===== config.mk =====
export PLATFORM = sky130hd
export DESIGN_NAME = spi_master_arbiter
export DESIGN_NICKNAME = d
export VERILOG_FILES = /design/src/rtl/spi_master_arbiter.sv
export SDC_FILE = /design/constraint.sdc
export NUM_CORES = 1
export LEC_CHECK = 0
export ABC_AREA = 1
export CORE_ASPECT_RATIO = 1.5
export CORE_MARGIN = 5
export CORE_UTILIZATION = 35
export CTS_BUF_LIST = sky130_fd_sc_hd__clkbuf_16
export DETAILED_ROUTE_END_ITERATION = 16
export HOLD_SLACK_MARGIN = 0.06
export PLACE_DENSITY_LB_ADDON = 0.1
export SLEW_MARGIN = 20
export SYNTH_ARGS = -nofsm -noshare
export SYNTH_HDL_FRONTEND = slang
export SYNTH_SLANG_ARGS = --single-unit

===== constraint.sdc =====
create_clock -name clk -period 2.1 [get_ports clk]
set_clock_uncertainty 0.2 [all_clocks]
set_input_delay 0.42 -clock clk [delete_from_list [all_inputs] [get_ports clk]]
set_output_delay 0.42 -clock clk [all_outputs]
set_load 0.005 [all_outputs]

===== src/rtl/spi_master_arbiter.sv =====
// Round-robin arbiter in front of one mode-0 SPI master; each grant runs one full-duplex frame.
// Grant and response pulses are registered; responses have no backpressure.
module spi_master_arbiter #(
  parameter int NUM_REQ     = 2,
  parameter int DATA_LENGTH = 8,
  parameter int CLK_DIV     = 4,
  parameter int SS_GAP      = 2,
  localparam int ID_W       = (NUM_REQ > 1) ? $clog2(NUM_REQ) : 1
) (
  input  logic                           clk,
  input  logic                           rst,
  input  logic [NUM_REQ-1:0]             req_valid,
  input  logic [NUM_REQ*DATA_LENGTH-1:0] req_data,
  output logic [NUM_REQ-1:0]             req_ready,
  output logic                           rsp_valid,
  output logic [DATA_LENGTH-1:0]         rsp_data,
  output logic [ID_W-1:0]                rsp_id,
  output logic                           busy,
  output logic                           SCLK,
  output logic                           MOSI,
  input  logic                           MISO,
  output logic                           SS
);

  localparam int GAP_CYC = SS_GAP * CLK_DIV;
  localparam int DIV_MAX = (GAP_CYC > CLK_DIV) ? GAP_CYC : CLK_DIV;
  localparam int DIV_W   = (DIV_MAX > 1) ? $clog2(DIV_MAX) : 1;
  localparam int BIT_W   = $clog2(DATA_LENGTH + 1);

  typedef enum logic [2:0] {
    IDLE,
    LEAD,
    HIGH,
    HOLD,
    GAP
  } state_t;

  state_t                 state;
  state_t                 state_nxt;
  logic [DIV_W-1:0]       div_cnt;
  logic [BIT_W-1:0]       bit_cnt;
  logic [DATA_LENGTH-1:0] tx_sh;
  logic [DATA_LENGTH-1:0] rx_sh;
  logic [ID_W-1:0]        id;
  logic [ID_W-1:0]        last_grant;

  logic                   grant_found;
  logic [ID_W-1:0]        grant_idx;
  logic [NUM_REQ-1:0]     grant_oh;
  logic [DATA_LENGTH-1:0] grant_data;
  int                     cand;

  logic phase_end;
  logic gap_end;
  logic last_bit;

  assign phase_end = (div_cnt == DIV_W'(CLK_DIV - 1));
  assign gap_end   = (div_cnt == DIV_W'(GAP_CYC - 1));
  assign last_bit  = (bit_cnt == BIT_W'(DATA_LENGTH));
  assign busy      = (state != IDLE);

  // Scan starts one past the previous winner, so a steady set of requesters rotates.
  always_comb begin
    grant_found = 1'b0;
    grant_idx   = '0;
    grant_oh    = '0;
    grant_data  = '0;
    cand        = 0;
    for (int k = 1; k <= NUM_REQ; k++) begin
      cand = int'(last_grant) + k;
      if (cand >= NUM_REQ) cand = cand - NUM_REQ;
      for (int j = 0; j < NUM_REQ; j++) begin
        if (!grant_found && (j == cand) && req_valid[j]) begin
          grant_found = 1'b1;
          grant_idx   = ID_W'(j);
          grant_oh[j] = 1'b1;
          grant_data  = req_data[j*DATA_LENGTH +: DATA_LENGTH];
        end
      end
    end
  end

  always_comb begin
    state_nxt = state;
    case (state)
      IDLE: if (grant_found) state_nxt = LEAD;
      LEAD: if (phase_end) state_nxt = HIGH;
      HIGH: if (phase_end) state_nxt = last_bit ? HOLD : LEAD;
      HOLD: if (phase_end) state_nxt = GAP;
      GAP:  if (gap_end) state_nxt = IDLE;
      default: state_nxt = IDLE;
    endcase
  end

  always_ff @(posedge clk) begin
    if (rst) begin
      state      <= IDLE;
      div_cnt    <= '0;
      bit_cnt    <= '0;
      tx_sh      <= '0;
      rx_sh      <= '0;
      id         <= '0;
      last_grant <= ID_W'(NUM_REQ - 1);
      req_ready  <= '0;
      rsp_valid  <= 1'b0;
      rsp_data   <= '0;
      rsp_id     <= '0;
      SCLK       <= 1'b0;
      MOSI       <= 1'b0;
      SS         <= 1'b1;
    end else begin
      state     <= state_nxt;
      req_ready <= '0;
      rsp_valid <= 1'b0;
      // The divider restarts on every state change and is parked in IDLE.
      if ((state == IDLE) || (state_nxt != state)) div_cnt <= '0;
      else                                         div_cnt <= div_cnt + 1'b1;

      case (state)
        IDLE: begin
          if (grant_found) begin
            req_ready  <= grant_oh;
            tx_sh      <= grant_data;
            id         <= grant_idx;
            last_grant <= grant_idx;
            SS         <= 1'b0;
            MOSI       <= grant_data[DATA_LENGTH-1];
            bit_cnt    <= '0;
          end
        end
        LEAD: begin
          if (phase_end) begin
            SCLK    <= 1'b1;
            rx_sh   <= {rx_sh[DATA_LENGTH-2:0], MISO};
            bit_cnt <= bit_cnt + 1'b1;
          end
        end
        HIGH: begin
          if (phase_end) begin
            SCLK <= 1'b0;
            if (!last_bit) begin
              tx_sh <= tx_sh << 1;
              MOSI  <= tx_sh[DATA_LENGTH-2];
            end
          end
        end
        HOLD: begin
          if (phase_end) begin
            SS        <= 1'b1;
            MOSI      <= 1'b0;
            rsp_valid <= 1'b1;
            rsp_data  <= rx_sh;
            rsp_id    <= id;
          end
        end
        default: ;
      endcase
    end
  end

  a_idle_lines : assert property (@(posedge clk) disable iff (rst) SS |-> (!SCLK && !MOSI));
  a_one_grant  : assert property (@(posedge clk) disable iff (rst) $onehot0(req_ready));
  a_rsp_ss     : assert property (@(posedge clk) disable iff (rst) rsp_valid |-> SS);

endmodule


# Word-level counts from Yosys, hierarchy flattened
# Cells that the tools add are included.
classes:
  n_reduce_logical: 31
  n_bitwise: 3
  muxes: 39
  n_lt_le_gt_ge: 2
  n_eq_ne: 15
  n_addsub: 6
ops:
  columns: ["op", "n"]
  rows:
  - ["2-bit by 32-bit equality test with 1-bit output (first input constant)", 2]
  - ["32-bit logical NOT", 2]
  - ["32-bit two-way mux", 2]
  - ["8-bit two-way mux", 4]
  - ["7-bit two-way mux", 3]
  - ["1-bit two-way mux", 16]
  - ["3-bit two-way mux", 5]
  - ["3-bit one-hot mux with 5 select lines", 1]
  - ["7-bit one-hot mux with 2 select lines", 1]
  - ["2-bit inequality test (second input constant)", 5]
  - ["3-bit by 2-bit equality test with 1-bit output (second input constant)", 3]
  - ["3-bit AND reduction", 3]
  - ["4-bit two-way mux", 2]
  - ["4-bit one-hot mux with 2 select lines", 1]
  - ["2-bit nonzero test", 4]
  - ["1-bit logical AND", 7]
  - ["3-bit equality test (second input constant)", 2]
  - ["2-bit AND reduction", 3]
  - ["3-bit nonzero test", 2]
  - ["5-bit AND reduction", 1]
  - ["4-bit by 1-bit adder with 4-bit output (second input constant)", 1]
  - ["4-bit equality test (second input constant)", 1]
  - ["1-bit one-hot mux with 2 select lines", 2]
  - ["4-bit AND reduction", 1]
  - ["other kinds (17)", 22]
totals:
  word_cells: 110
  reg_bits: 42
  output_inout_bits: 16
  input_bits: 21

# Logic depth before layout (Yosys ltp)
# Gate-level depths: netlist (run 1).
logic_depth:
  depth_word: 23
  ltp_mapped: 9
  depth_no_buf: 9

# Worst setup path before layout (run 1)
# No wires, ideal clock.
synth_path:
  kind: "register -> register"
  from: "reg div_cnt[0]"
  to: "reg tx_sh[0]"
  synth_period_minus_slack_ps: 1594
  n_path_buf: 0
  stages_incl_launch_ff: 9
  setup_slack_ps: 506
  setup_ps: 65
  t_required_ps: 1835
  arrival_ps: 1329
  path_cell_list: "dfxtp_1 -> ha_1 -> ha_1 -> inv_1 -> o21ai_2 -> nand2_4 -> inv_2 -> nor2_1 -> nor2_1"
synth_between:
  elab_chain_cells: 3
synth_rtl:
  columns: ["element", "line_no", "text"]
  rows:
  - ["start, declared", "40", "logic [DIV_W-1:0] div_cnt;"]
  - ["start signal, assigned", "117", "else div_cnt <= div_cnt + 1'b1;"]
  - ["3-bit by 2-bit equality test with 1-bit output", "57", "assign phase_end = (div_cnt == DIV_W'(CLK_DIV - 1));"]
  - ["net phase_end", "53", "logic phase_end;"]
  - ["2-bit inequality test (no source line)", null, null]
  - ["4-bit AND reduction (no source line)", null, null]
  - ["end signal, assigned", "123", "tx_sh <= grant_data;"]
  - ["end signal, assigned", "142", "tx_sh <= tx_sh << 1;"]
  - ["end, declared", "42", "logic [DATA_LENGTH-1:0] tx_sh;"]
# The timed path passes the listed nets, and every way through them passes these cells.
# A chain may end at the register's enable or synchronous reset.

# Worst setup path after layout (run 1)
layout_path:
  from: "reg state[0]"
  to: "out busy"
layout_between:
  elab_chain_cells: 1
layout_rtl:
  columns: ["element", "line_no", "text"]
  rows:
  - ["start, declared", "38", "state_t state;"]
  - ["start signal, assigned", "112", "state <= state_nxt;"]
  - ["3-bit nonzero test", "60", "assign busy = (state != IDLE);"]
  - ["end, declared", "18", "output logic busy,"]
# Every way passes these cells.

==> results of run 1 <==
-- metrics by stage --
step | cell area, sq um | utilization
4_1_cts | 2569 | 0.4749
3_3_place_gp | 2379 | 0.4397
5_1_grt | 2570 | 0.4751
2_1_floorplan | 1916 | -
6_report | 2570 | 0.4751
3_5_place_dp | 2379 | 0.4397
-- synthesized netlist by cell type (all sizes together) --
| master | count | share of area |
|---|---|---|
| clkinv | 1 | 0.0020 |
| and3 | 1 | 0.0033 |
| inv | 34 | 0.067 |
| a21oi | 39 | 0.10 |
| dfxtp | 42 | 0.44 |
| nor3 | 8 | 0.026 |
| o21ai | 14 | 0.039 |
| ha | 5 | 0.033 |
| nor2 | 22 | 0.057 |
| a31oi | 1 | 0.0033 |
| clkbuf | 4 | 0.0078 |
| buf | 3 | 0.0078 |
| a21boi | 1 | 0.0039 |
| nand3 | 8 | 0.024 |
| nand2 | 86 | 0.18 |
| nand4 | 1 | 0.0033 |
-- power groups by stage --
stage | Combinational (mW) | Sequential (mW) | Clock, mW
floorplan | 0.141 | 0.860 | 0
global placement | 0.237 | 0.863 | 0
detailed placement | 0.236 | 0.863 | 0
CTS | 0.239 | 0.845 | 1.00
global route | 0.268 | 0.848 | 1.04
finish | 0.234 | 0.845 | 0.989
-- worst max path at each step --
stage | end | slack, ns | depth (start not counted)
global route | busy | 0.01 | 3
CTS | busy | 0.03 | 3
floorplan | tx_sh[0] | 0.51 | 8
global placement | tx_sh[0] | 0.05 | 10
finish | busy | 0.07 | 3
detailed placement | tx_sh[0] | 0.03 | 10
-- worst reg2reg max path: cells and delay by family (launching register included) --
family	cells	cell delay (ns)
AOI/OAI and AO/OA	1	0.25
adders and majority gates	2	0.46
buffers and inverters	2	0.26
DFF	1	0.33
and+or+nand+nor	3	0.25
-- layout make-up --
type,instances,share of cell area
timing repair buffer,42,0.1577
clock inverter,3,0.02483
clock buffer,5,0.04869
multi-input combinational,186,0.3554
tap,70,0.03408
inverter,35,0.05112
sequential,42,0.3281
-- timing repair --
action	4_1_cts	5_1_grt
endpoints found under the setup margin	1	1
hold buffers	0	0
gates resized for setup	1	1
-- logic make-up (layout without fill, tap and decap cells) --
family / after synthesis / after routing
fa+ha+maj: 5 / 5
buf+inv: 42 / 85
flops: 42 / 42
compound gates: 55 / 55
simple gates: 126 / 126
-- routing by layer --
layer | track usage | share of wire | vias up
met3 | 0.03792 | 0.036 | 7
met4 | 0.04425 | 0.014 | 0
met1 | 0.1415 | 0.40 | 804
li1 | - | - | 936
met2 | 0.2771 | 0.55 | 26
met5 | 0 | 0 | -
-- sequential cells by signal, indices dropped and copies added, names as in the netlist --
signal / flops
rsp_data: 8
last_grant: 1
rsp_valid: 1
rx_sh: 8
div_cnt: 3
MOSI: 1
tx_sh: 7
req_ready: 2
state: 3
SS: 1
SCLK: 1
id: 1
rsp_id: 1
bit_cnt: 4
==> impl_metrics.yaml, run 1 <==
sta:
  rsz0062_at_grt: "no"
  setup_ws_ns: 0.07299
  worstMarginPinSlew_ns: 0.3701
  max_freq_ghz: 0.4933
  fin_crit_sh: 0.9652
  tns_ns: 0
  hold_violations: 0
  min_period_ns: 2.027
  slew_viol_final: 0
  relSlewSlack: 0.7527
  setup-violations-final: 0
  hold_ws_ns: 0.2324
detailed_routing:
  firstDrtPassIters: 6
  drt_iter0_markers: 54
  wl_per_cell_um: 12.08
  drc: 0
  vias: 1773
  drtAntennaViolNets: 0
  vias_per_cell: 4.629
  totalWireLength_um: 4625
clock_network:
  insertion_delay_ns: 0.28
  cts_buffers: 5
  cts.sinks: 42
  tritoncts: "done"
  cts_root_buf: "clkbuf_16"
  clk_pin_slew_ns: 0.06
  htreeDepth: 2
  post_cts_buffers: 0
  cts_buffer_depth: 2
synth:
  synth_simple_gate_area_share: 0.2965
  syn-num-nets: 296
  synthMuxAreaShare: 0
  yosysWarnings: 0
  synth-compound-area-share: 0.1476
  ys_seq_area_frac: 0.4389
  synth_fa_ha_area_frac: 0.03266
  synthXorXnorAreaFrac: 0
  synth_top_family_by_area: "simple AND/OR/NAND/NOR gates"
  avgSynthCellArea_sq_um: 7.095
  ys_ff_latch: 42
  syn_area_sq_mm: 0.001916
  synth_cell_type_count: 25
  syn_inst: 270
layout:
  seq_area_sq_um: 843.3
  drive_gt1_frac: 0.1214
  fin_cells: 383
  final_cell_mix: "81 x nand2_1, 40 x dfxtp_1, 39 x a21oi_1"
  antennaDiodeCount: 0
  multi_input_area_sq_um: 913.4
  n_fill_cell: 566
  area_growth_syn_to_layout_pct: 34.16
  final_common_cell: "nand2_1"
  nNetsFinal: 338
setup_path:
  cp-start-kind: "flop"
  max_stage_delay_ns: 0.52
  end_kind: "output port"
  worstPathArrival_ns: 1.41
  cp.required_ns: 1.48
  cp_max_fo: 6
  rr_startpoint: "div_cnt[0]"
  path_cells: "inv_2 > nand2_4 > clkdlybuf4s50_1"
  reg2regPathDepth: 8
  reg2reg_to: "tx_sh[0]"
  crit_type: "reg2out"
  worst-path-buf-inv: 2
  cp-startpoint: "state[0]"
  crit_family: "buffers and inverters"
  crit_slowest_cell: "clkdlybuf4s50_1"
  r2r_slack_ns: 0.28
power:
  internal_power_mw: 1.611
  p_per_area_mw_per_mm2: 804.7
  power_frac_comb: 0.113
  peakVddDrop_mv: 0.4159
  clockPowerShare: 0.478
  seq_power_share: 0.409
  finalPower_mw: 2.068
  p_switching_uw: 457.0
  switching_share: 0.2210
  cellLeakagePower_nw: 1.031
grt:
  antenna_found_initial: 0
  grt_remaining_overflow: 0
  grtUsageTotal: 0.1413
  grt_pass1_wl_um: 8073
  grt_max_degree: 27
  grt_pass1_vias: 1820
hold_path:
  whs_endpoint: "div_cnt[0]"
  hold_start: "div_cnt[0]"
  worst_hold_path_type: "reg2reg"
  min_path_cells: 1
run_status:
  outcome: "completed"
floorplan:
  rows: 33
  initial_core_util: 0.3542
  die_w_um: 70.41
  dieArea_sq_mm: 0.007083
  io_pins: 37
  core-area_sq_mm: 0.005409
  die_h_um: 100.6
placement:
  dp.cells: 375
  portBuffers: 36
  gp_congestion: 0.7790
  place_ws_ns: 0.02532
  dp_hpwl_um: 3495
run:
  maxCapViolCount: 0
Power figures use the tool's default switching activity.
==> run 2: changes to the inputs <==
CORE_UTILIZATION = 50   (was 35)
CTS_CLUSTER_SIZE = 30   (was not set)
==> run 2 against run 1 <==
Against the previous run:
- first-iteration DRC count fell by 28%
- combinational power barely moved
- core utilization rose by 20 points
- non-clock buffer count fell by 2
- sequential power barely moved
- via count fell by 2.4%
- final cell count fell by 7.6%
- worst setup slack barely moved
- sequential share of layout area rose by 1.0 points
==> impl_metrics.yaml, run 2 (synthesis results as in run 1) <==
sta:
  relSlewSlack: 0.7148
  setup-violations-final: 0
  max_freq_ghz: 0.4934
  min_period_ns: 2.027
  tns_ns: 0
  worstMarginPinSlew_ns: 0.4249
  rsz0062_at_grt: "no"
  hold_violations: 0
  setup_ws_ns: 0.07320
  slew_viol_final: 0
  fin_crit_sh: 0.9651
detailed_routing:
  firstDrtPassIters: 3
  drt_iter0_markers: 39
  wl_per_cell_um: 11.95
  vias_per_cell: 4.887
  vias: 1730
  drc: 0
  drtAntennaViolNets: 0
  totalWireLength_um: 4231
floorplan:
  io_pins: 37
  initial_core_util: 0.5202
  rows: 27
  die_w_um: 60.54
  core-area_sq_mm: 0.003682
  die_h_um: 85.81
  dieArea_sq_mm: 0.005195
clock_network:
  cts_root_buf: "clkbuf_16"
  cts.sinks: 42
  cts_buffers: 5
  cts_hold_buffers: 0
  cts_buffer_depth: 2
  insertion_delay_ns: 0.28
  clk_pin_slew_ns: 0.06
  tritoncts: "done"
  post_cts_buffers: 0
  htreeDepth: 2
layout:
  antennaDiodeCount: 0
  final_common_cell: "nand2_1"
  multi_input_area_sq_um: 913.4
  n_fill_cell: 315
  nNetsFinal: 336
  final_cell_mix: "81 x nand2_1, 39 x dfxtp_1, 39 x a21oi_1"
  seq_area_sq_um: 844.6
  reg_top3: "rsp_data: 8 flops, rx_sh: 8 flops, tx_sh: 7 flops"
  drive_gt1_frac: 0.1158
  final_util: 0.6779
  area_growth_syn_to_layout_pct: 30.31
grt:
  grt_pass1_vias: 1676
  antenna_found_initial: 0
  grt_remaining_overflow: 0
  grt_pass1_wl_um: 7314
  grtUsageTotal: 0.1831
  grt_max_degree: 27
run:
  maxCapViolCount: 0
hold_path:
  hold_start: "div_cnt[0]"
  whs_endpoint: "div_cnt[0]"
  min_path_cells: 1
  worst_hold_path_type: "reg2reg"
power:
  finalPower_mw: 1.922
  p_per_area_mw_per_mm2: 770.0
  cellLeakagePower_nw: 1.017
  peakVddDrop_mv: 0.6279
setup_path:
  end_kind: "output port"
  rr_startpoint: "div_cnt[0]"
  cp-startpoint: "state[0]"
  reg2regPathDepth: 7
  r2r_slack_ns: 0.28
  cp-start-kind: "flop"
  worstPathArrival_ns: 1.41
  cp.required_ns: 1.48
  crit_type: "reg2out"
  reg2reg_to: "tx_sh[6]"
  cp_max_fo: 6
placement:
  portBuffers: 36
  gp_congestion: 0.8651
  place_ws_ns: 0.007587
  dp_hpwl_um: 3177
run_status:
  outcome: "completed"
## run 2: cell count changes in the layout (fill, tap and decap cells not counted), sizes merged
cell    change
clkinv      -1
bufinv      -1
buf         -2
inv         +2
## run 2: through the flow
| step | area [sq um] | cells | hold WS (ns) |
|---|---|---|---|
| floorplan | 1916 | 270 | 0.2082 |
| global placement | 2330 | 346 | 0.2188 |
| detailed placement | 2330 | 346 | 0.2313 |
| CTS | 2494 | 354 | 0.2396 |
| global route | 2496 | 354 | 0.2656 |
| finish | 2496 | 354 | 0.2325 |
## run 2: per-layer routing
layer,GRT usage,share of wire,up-vias
met3,0.04217,0.039,9
met2,0.3228,0.52,29
met5,0,0,-
met1,0.2047,0.42,760
li1,-,-,932
met4,0.07495,0.021,0
## run 2: worst max-delay path by stage
| stage | end | cells after the start |
|---|---|---|
| 2_1_floorplan | tx_sh[0] | 8 |
| 4_1_cts | busy | 3 |
| 3_5_place_dp | tx_sh[0] | 10 |
| 6_report | busy | 3 |
| 3_3_place_gp | tx_sh[0] | 10 |
| 5_1_grt | busy | 3 |
## run 2: area by class of cell
type | instances | share of cell area
multi-input cells | 186 | 0.3659
clock buffers | 5 | 0.05013
inverters | 35 | 0.05263
repair buffers | 40 | 0.1564
flip-flops and latches | 42 | 0.3383
clock inverters | 3 | 0.01504
well taps | 43 | 0.02155
## run 2: report_power, final
group          leakage, nW  switching, mW  internal [mW]  total, mW
sequential           0.343         0.0153          0.830      0.845
combinational        0.587          0.128          0.102      0.231
clock               0.0864          0.295          0.552      0.846
## run 2: worst max-delay path, cell delays in order, from the launching register on
cell and delay, ns:
dfxtp_2 0.40, inv_2 0.09, nand2_4 0.12, clkdlybuf4s50_1 0.51
## run 2: repair_timing
action	in CTS	in global routing
gates resized for setup	1	2
endpoints found under the setup margin	1	1
pin swaps	0	0
